`src/rtl/vm_pkg.sv`:
```
// Shared definitions for the vending-machine transaction controller.
// Holds the one-hot FSM encodings, the coin values in nickels, the credit width and a
// helper that adds one cycle's coin events to the running credit.
// Optional feature macro used by the design: VM_CANCEL_EN (refund on CANCEL edge).
package vm_pkg;

  localparam int unsigned CREDIT_W    = 4;
  localparam int unsigned COIN_NICKEL = 1;
  localparam int unsigned COIN_DIME   = 2;

  typedef enum logic [2:0] {
    ST_IDLE     = 3'b001,
    ST_DISPENSE = 3'b010,
    ST_CHANGE   = 3'b100
  } vm_state_e;

  // One extra bit so credit plus a simultaneous nickel and dime never truncates.
  function automatic logic [CREDIT_W:0] coin_sum(input logic [CREDIT_W-1:0] credit,
                                                 input logic                nickel,
                                                 input logic                dime);
    logic [CREDIT_W:0] sum;
    sum = {1'b0, credit};
    if (nickel) sum = sum + (CREDIT_W + 1)'(COIN_NICKEL);
    if (dime)   sum = sum + (CREDIT_W + 1)'(COIN_DIME);
    return sum;
  endfunction

endpackage

```
`src/rtl/vm_edge_detect.sv`:
```
// One-bit rising-edge detector for debounced button levels.
// The previous-sample register resets to 1, so a level already high when reset releases
// does not produce an edge until it has been released and pressed again.
// Ports:
//   i_clk   - clock, posedge
//   i_reset - synchronous active-high reset
//   i_level - debounced input level
//   o_rise  - high in the cycle the level is high but was low on the previous edge
module vm_edge_detect (
  input  logic i_clk,
  input  logic i_reset,
  input  logic i_level,
  output logic o_rise
);

  logic r_prev;

  always_ff @(posedge i_clk) begin
    if (i_reset) begin
      r_prev <= 1'b1;
    end else begin
      r_prev <= i_level;
    end
  end

  assign o_rise = i_level & ~r_prev;

endmodule

```
`src/rtl/vm_controller.sv`:
```
// Vending-machine transaction controller.
// Edge-detects the nickel/dime buttons, accumulates credit, runs a timed dispense phase
// when credit reaches PRICE, then returns any remaining credit as spaced CHG pulses.
// Coins arriving while busy are discarded and flagged with REJECT.
// Optional feature: define VM_CANCEL_EN to add the CANCEL input and the refund path.
// Ports:
//   CLK    - clock, posedge
//   RESET  - synchronous active-high reset
//   N, D   - debounced nickel / dime button levels
//   CANCEL - refund request level (VM_CANCEL_EN only)
//   State  - current credit in nickels
//   O      - product release, high for DISP_LEN cycles per dispense
//   CHG    - one-cycle pulse per nickel returned
//   REJECT - one-cycle pulse for a coin edge seen while busy
//   BUSY   - high while dispensing or returning change
module vm_controller
  import vm_pkg::*;
#(
  parameter int unsigned PRICE    = 3,
  parameter int unsigned DISP_LEN = 4,
  parameter int unsigned CHG_GAP  = 2
) (
  input  logic                CLK,
  input  logic                RESET,
  input  logic                N,
  input  logic                D,
`ifdef VM_CANCEL_EN
  input  logic                CANCEL,
`endif
  output logic [CREDIT_W-1:0] State,
  output logic                O,
  output logic                CHG,
  output logic                REJECT,
  output logic                BUSY
);

  localparam logic [CREDIT_W:0] LP_PRICE    = (CREDIT_W + 1)'(PRICE);
  localparam logic [7:0]        LP_DISP_LEN = 8'(DISP_LEN);
  localparam logic [7:0]        LP_CHG_GAP  = 8'(CHG_GAP);

  vm_state_e           r_state, w_state_d;
  logic [CREDIT_W-1:0] r_credit, w_credit_d;
  logic [7:0]          r_timer, w_timer_d;
  logic                r_chg, w_chg_d;
  logic                r_reject, w_reject_d;
  logic                r_o;
  logic                r_busy;

  logic                w_n_evt;
  logic                w_d_evt;
  logic                w_cancel_evt;
  logic                w_coin_evt;
  logic [CREDIT_W:0]   w_credit_next;

  vm_edge_detect u_edge_n (
    .i_clk   (CLK),
    .i_reset (RESET),
    .i_level (N),
    .o_rise  (w_n_evt)
  );

  vm_edge_detect u_edge_d (
    .i_clk   (CLK),
    .i_reset (RESET),
    .i_level (D),
    .o_rise  (w_d_evt)
  );

`ifdef VM_CANCEL_EN
  vm_edge_detect u_edge_c (
    .i_clk   (CLK),
    .i_reset (RESET),
    .i_level (CANCEL),
    .o_rise  (w_cancel_evt)
  );
`else
  assign w_cancel_evt = 1'b0;
`endif

  assign w_coin_evt    = w_n_evt | w_d_evt;
  assign w_credit_next = coin_sum(r_credit, w_n_evt, w_d_evt);

  always_comb begin
    w_state_d  = r_state;
    w_credit_d = r_credit;
    w_timer_d  = r_timer;
    w_chg_d    = 1'b0;
    w_reject_d = 1'b0;

    unique case (r_state)
      ST_IDLE: begin
        // Cancel beats dispense: the coin is added first and the whole sum refunded.
        if (w_cancel_evt && (w_credit_next != '0)) begin
          w_state_d  = ST_CHANGE;
          w_credit_d = w_credit_next[CREDIT_W-1:0];
          w_chg_d    = 1'b1;
          w_timer_d  = '0;
        end else if (w_credit_next >= LP_PRICE) begin
          w_state_d  = ST_DISPENSE;
          w_credit_d = CREDIT_W'(w_credit_next - LP_PRICE);
          w_timer_d  = LP_DISP_LEN;
        end else begin
          w_credit_d = w_credit_next[CREDIT_W-1:0];
        end
      end

      ST_DISPENSE: begin
        w_reject_d = w_coin_evt;
        if (r_timer <= 8'd1) begin
          w_timer_d = '0;
          if (r_credit != '0) begin
            // First change pulse immediately follows the last dispense cycle.
            w_state_d = ST_CHANGE;
            w_chg_d   = 1'b1;
          end else begin
            w_state_d = ST_IDLE;
          end
        end else begin
          w_timer_d = r_timer - 8'd1;
        end
      end

      ST_CHANGE: begin
        w_reject_d = w_coin_evt;
        if (r_chg) begin
          // Credit drops on the edge that ends the pulse cycle.
          w_credit_d = (r_credit != '0) ? (r_credit - CREDIT_W'(1)) : '0;
          if (r_credit <= CREDIT_W'(1)) begin
            w_state_d = ST_IDLE;
            w_timer_d = '0;
          end else if (LP_CHG_GAP <= 8'd1) begin
            w_chg_d   = 1'b1;
            w_timer_d = '0;
          end else begin
            // Counts the idle cycles between pulses; the pulse cycle itself is one of CHG_GAP.
            w_timer_d = LP_CHG_GAP - 8'd1;
          end
        end else if (r_timer <= 8'd1) begin
          w_chg_d   = 1'b1;
          w_timer_d = '0;
        end else begin
          w_timer_d = r_timer - 8'd1;
        end
      end

      default: begin
        w_state_d  = ST_IDLE;
        w_credit_d = '0;
        w_timer_d  = '0;
      end
    endcase
  end

  always_ff @(posedge CLK) begin
    if (RESET) begin
      r_state  <= ST_IDLE;
      r_credit <= '0;
      r_timer  <= '0;
      r_chg    <= 1'b0;
      r_reject <= 1'b0;
      r_o      <= 1'b0;
      r_busy   <= 1'b0;
    end else begin
      r_state  <= w_state_d;
      r_credit <= w_credit_d;
      r_timer  <= w_timer_d;
      r_chg    <= w_chg_d;
      r_reject <= w_reject_d;
      r_o      <= (w_state_d == ST_DISPENSE);
      r_busy   <= (w_state_d != ST_IDLE);
    end
  end

  assign State  = r_credit;
  assign O      = r_o;
  assign CHG    = r_chg;
  assign REJECT = r_reject;
  assign BUSY   = r_busy;

endmodule

```
`config.mk`:
```
export PLATFORM = sky130hd
export DESIGN_NAME = vm_controller
export DESIGN_NICKNAME = d
export VERILOG_FILES = /design/src/rtl/vm_pkg.sv /design/src/rtl/vm_edge_detect.sv /design/src/rtl/vm_controller.sv
export SDC_FILE = /design/constraint.sdc
export NUM_CORES = 1
export LEC_CHECK = 0
export CELL_PAD_IN_SITES_DETAIL_PLACEMENT = 0
export CELL_PAD_IN_SITES_GLOBAL_PLACEMENT = 1
export CORE_MARGIN = 4
export CORE_UTILIZATION = 35
export DETAILED_ROUTE_END_ITERATION = 8
export PLACE_DENSITY_LB_ADDON = 0.1
export SLEW_MARGIN = 25
export SYNTH_ARGS = -nofsm -noshare
export SYNTH_HDL_FRONTEND = slang
export SYNTH_SLANG_ARGS = --single-unit
```
`constraint.sdc`:
```
create_clock -name CLK -period 3.1 [get_ports CLK]
set_input_delay 0.775 -clock CLK [delete_from_list [all_inputs] [get_ports CLK]]
set_output_delay 0.775 -clock CLK [all_outputs]
set_load 0.05 [all_outputs]
```
==> results_dict.tcl <==
set metrics [dict create \
    synthesized_instance_count 176 \
    slew-limit-headroom_pct 59.1 \
    final_common_cell "nor2_1" \
    numPlacedInstances 239 \
    gr-usage-all-layers_pct 13.9 \
    synth_sequential_area_ratio_pct 29.4 \
    overflow 0 \
    clockBufferDepth 2 \
    timing.final.crit_share_pct 94.2 \
    hold_path_depth 1 \
    final_cell_area_sq_um 1710 \
    cp.arrival_ps 3070 \
    number_of_cells_traversed_by_the_worst_register_to_register_path 9 \
    fin_total_pwr_mw 1.41 \
    synth_top_cells_by_area "dfxtp_1, ha_1, a21oi_1" \
    timing.final.setup_violations 0 \
    cp-startpoint "N" \
    post-synth-top-area-cell "dfxtp_1" \
    post_layout_nonfiller_instances 243 \
    post-dp-hpwl_um 2610 \
    pin_count 12 \
    post_cts_setup_driven_buffer_insertion_count 0 \
    grt_first_pass_wirelength_um 5750 \
    finalCoreUtilization_pct 45.1 \
    final_layout_size_suffix_gt1_share_pct 14.9 \
    via_count_of_the_first_global_routing_pass 1242 \
    hold_violations_final 0 \
    setup.worst_path.end_class "register" \
    synth_async_sr_flop_share_pct 0 \
    detail_route.first_pass.iterations 4 \
    core_rows 22 \
    number_of_vias_per_cell_after_detailed_routing 5.36 \
    syn_nets 187 \
    synth_edf_count 0 \
    cts.hold.buffers_added 0 \
    route.detailed.drc 0 \
    post-place-ws_ps -150 \
    die_w_um 71.9 \
    number_of_nets_at_the_end_of_the_flow 207 \
    post-route-worst-setup-slack_ps 180 \
    layout.cells.most_common_list "nor2_1, dfxtp_1, a21oi_1, buf_4" \
    timing_worst_setup_path_type "in -> reg" \
    clk-insertion-delay-late_ps 260 \
    post_drt_wl_per_cell_um 14.0 \
    worst_hold_path.endpoint "r_timer[1]$_SDFFE_PP0P_" \
    post_synth_design_cell_area_sq_um 1430 \
    fin_hold_ws_ps 504 \
    achievable-frequency_mhz 342 \
    grt_start_max_net_pins 15 \
    worst_setup_path_start_kind "input port" \
    yosys_most_used_dff "dfxtp_1" \
    rrSetupSlack_ps 360 \
    number_of_inserted_filler_cells_in_the_final_layout 387 \
    clock-root-buffer "clkbuf_8" \
    place.port_buffers 11 \
    hold_path.startpoint "r_timer[1]$_SDFFE_PP0P_" \
    multi_input_comb_area_sq_um 963 \
    setup_total_negative_slack_ps 0 \
    clock_transition_time_at_the_flip_flop_clock_pins_of_the_worst_setup_and_hold_paths_ps 70 \
    initial_utilization_pct 37.6 \
    route.vias.total 1303 \
    antenna_violating_nets_post_route 0 \
    finClkSkew_ps 5.47 \
    placement.cell_area_sq_um 1660 \
    cellLeakagePower_nw 0.639 \
    yosysWarnings 0 \
    powerDensity_nw_per_um2 821 \
    avgSynthCellArea_sq_um 8.11 \
    unique_masters_post_synth 52 \
    timing.critical_path.required_ps 3250 \
    ctsHtreeMaxLevel 1 \
    worst_slew_pin_slew_ps 605 \
    crit_fanout 6 \
    num_antenna_cells 0 \
    postSynthRegisterBits 21 \
    timing.rr.start "State[0]$_SDFFE_PP0P_" \
    worst_r2r_dst "State[0]$_SDFFE_PP0P_" \
    worst_ir_drop_vdd_uv 461 \
    finalWorstPathRequiredPeriod_ps 2920 \
    layout.area.seq_sq_um 420 \
    synth.top_cell.area_share_pct 29.4 \
    post_cts.resized_instances 0 \
    cts.sinks 21 \
    die_y_um 71.9 \
    clock_tree_from_tritoncts "yes" \
    drt-total-wl_um 3410 \
    status "complete, no violations" \
    min_path_type "reg -> reg" \
    slew_viol_final 0 \
    layout-area-overhead-vs-synth_pct 20.0 \
    antenna_found_initial 0 \
    grt_setup_unrepaired "false" \
    dieArea_sq_um 5160 \
    drv.max_cap_violation_count 0 \
    drt-initial-drc-count 88 \
    cts_inserted_buffers 3 \
    fp.coreArea_sq_um 3800 \
    place_congestion 0.833 \
]
-- worst max-delay path, stage by stage --
cell,delay (ps)
clkdlybuf4s50_1,470
and2b_1,150
mux2_2,370
ha_1,290
mux2i_1,190
nand2b_1,130
buf_4,180
or2_0,250
a211o_1,260
-- state kept, by name (all words and copies together), names as in the netlist --
signal,flops
u_edge_n.r_prev,1
O,1
REJECT,1
BUSY,1
u_edge_d.r_prev,1
CHG,1
r_timer,8
r_state,3
State,4
-- routing by layer --
metal,global-route usage (%),vias up,part of all wire (%)
met1,18.8,609,50
met5,0,-,0
met4,2.51,0,0.47
li1,-,676,-
met3,3.09,2,3.0
met2,22.7,16,47
-- synthesized netlist by cell type, types with 4 or more instances --
library cell  number
ha_1               7
o21ai_0            8
xor2_1             4
dfxtp_1           21
inv_1              4
xnor2_1            4
nand2_1           11
clkbuf_1           7
nor2_1            22
nor3_1             6
a21oi_1           17
or2_2              4
nand3b_1           4
-- where the power goes --
part	internal, mW	switching, mW
logic	0.359	0.453
clock network	0.0896	0.0911
registers	0.329	0.0844
-- cell families after synthesis --
family,share of synthesized area [%]
AOI/OAI and AO/OA,25.2
and+or+nand+nor,29.3
buffers and inverters,3.59
DFF,29.4
muxes,1.49
xor gates and xnor gates,4.91
adders and majority gates,6.13
-- worst max-delay path by stage --
stage	cells past startpoint	end	slack [ps]
2_1_floorplan	9	State[3]$_SDFFE_PP0P_	90
3_3_place_gp	9	State[0]$_SDFFE_PP0P_	-100
3_5_place_dp	9	State[0]$_SDFFE_PP0P_	-150
4_1_cts	9	State[0]$_SDFFE_PP0P_	130
5_1_grt	10	State[3]$_SDFFE_PP0P_	30
6_report	9	State[0]$_SDFFE_PP0P_	180
-- layout make-up --
type | count | area share (%)
Multi-Input combinational cell | 142 | 56.2
Sequential cell | 21 | 24.5
Timing Repair Buffer | 24 | 12.1
Tap cell | 48 | 3.51
Clock buffer | 3 | 2.41
Inverter | 4 | 0.877
Clock inverter | 1 | 0.292
(Power assumes the default switching activity.)
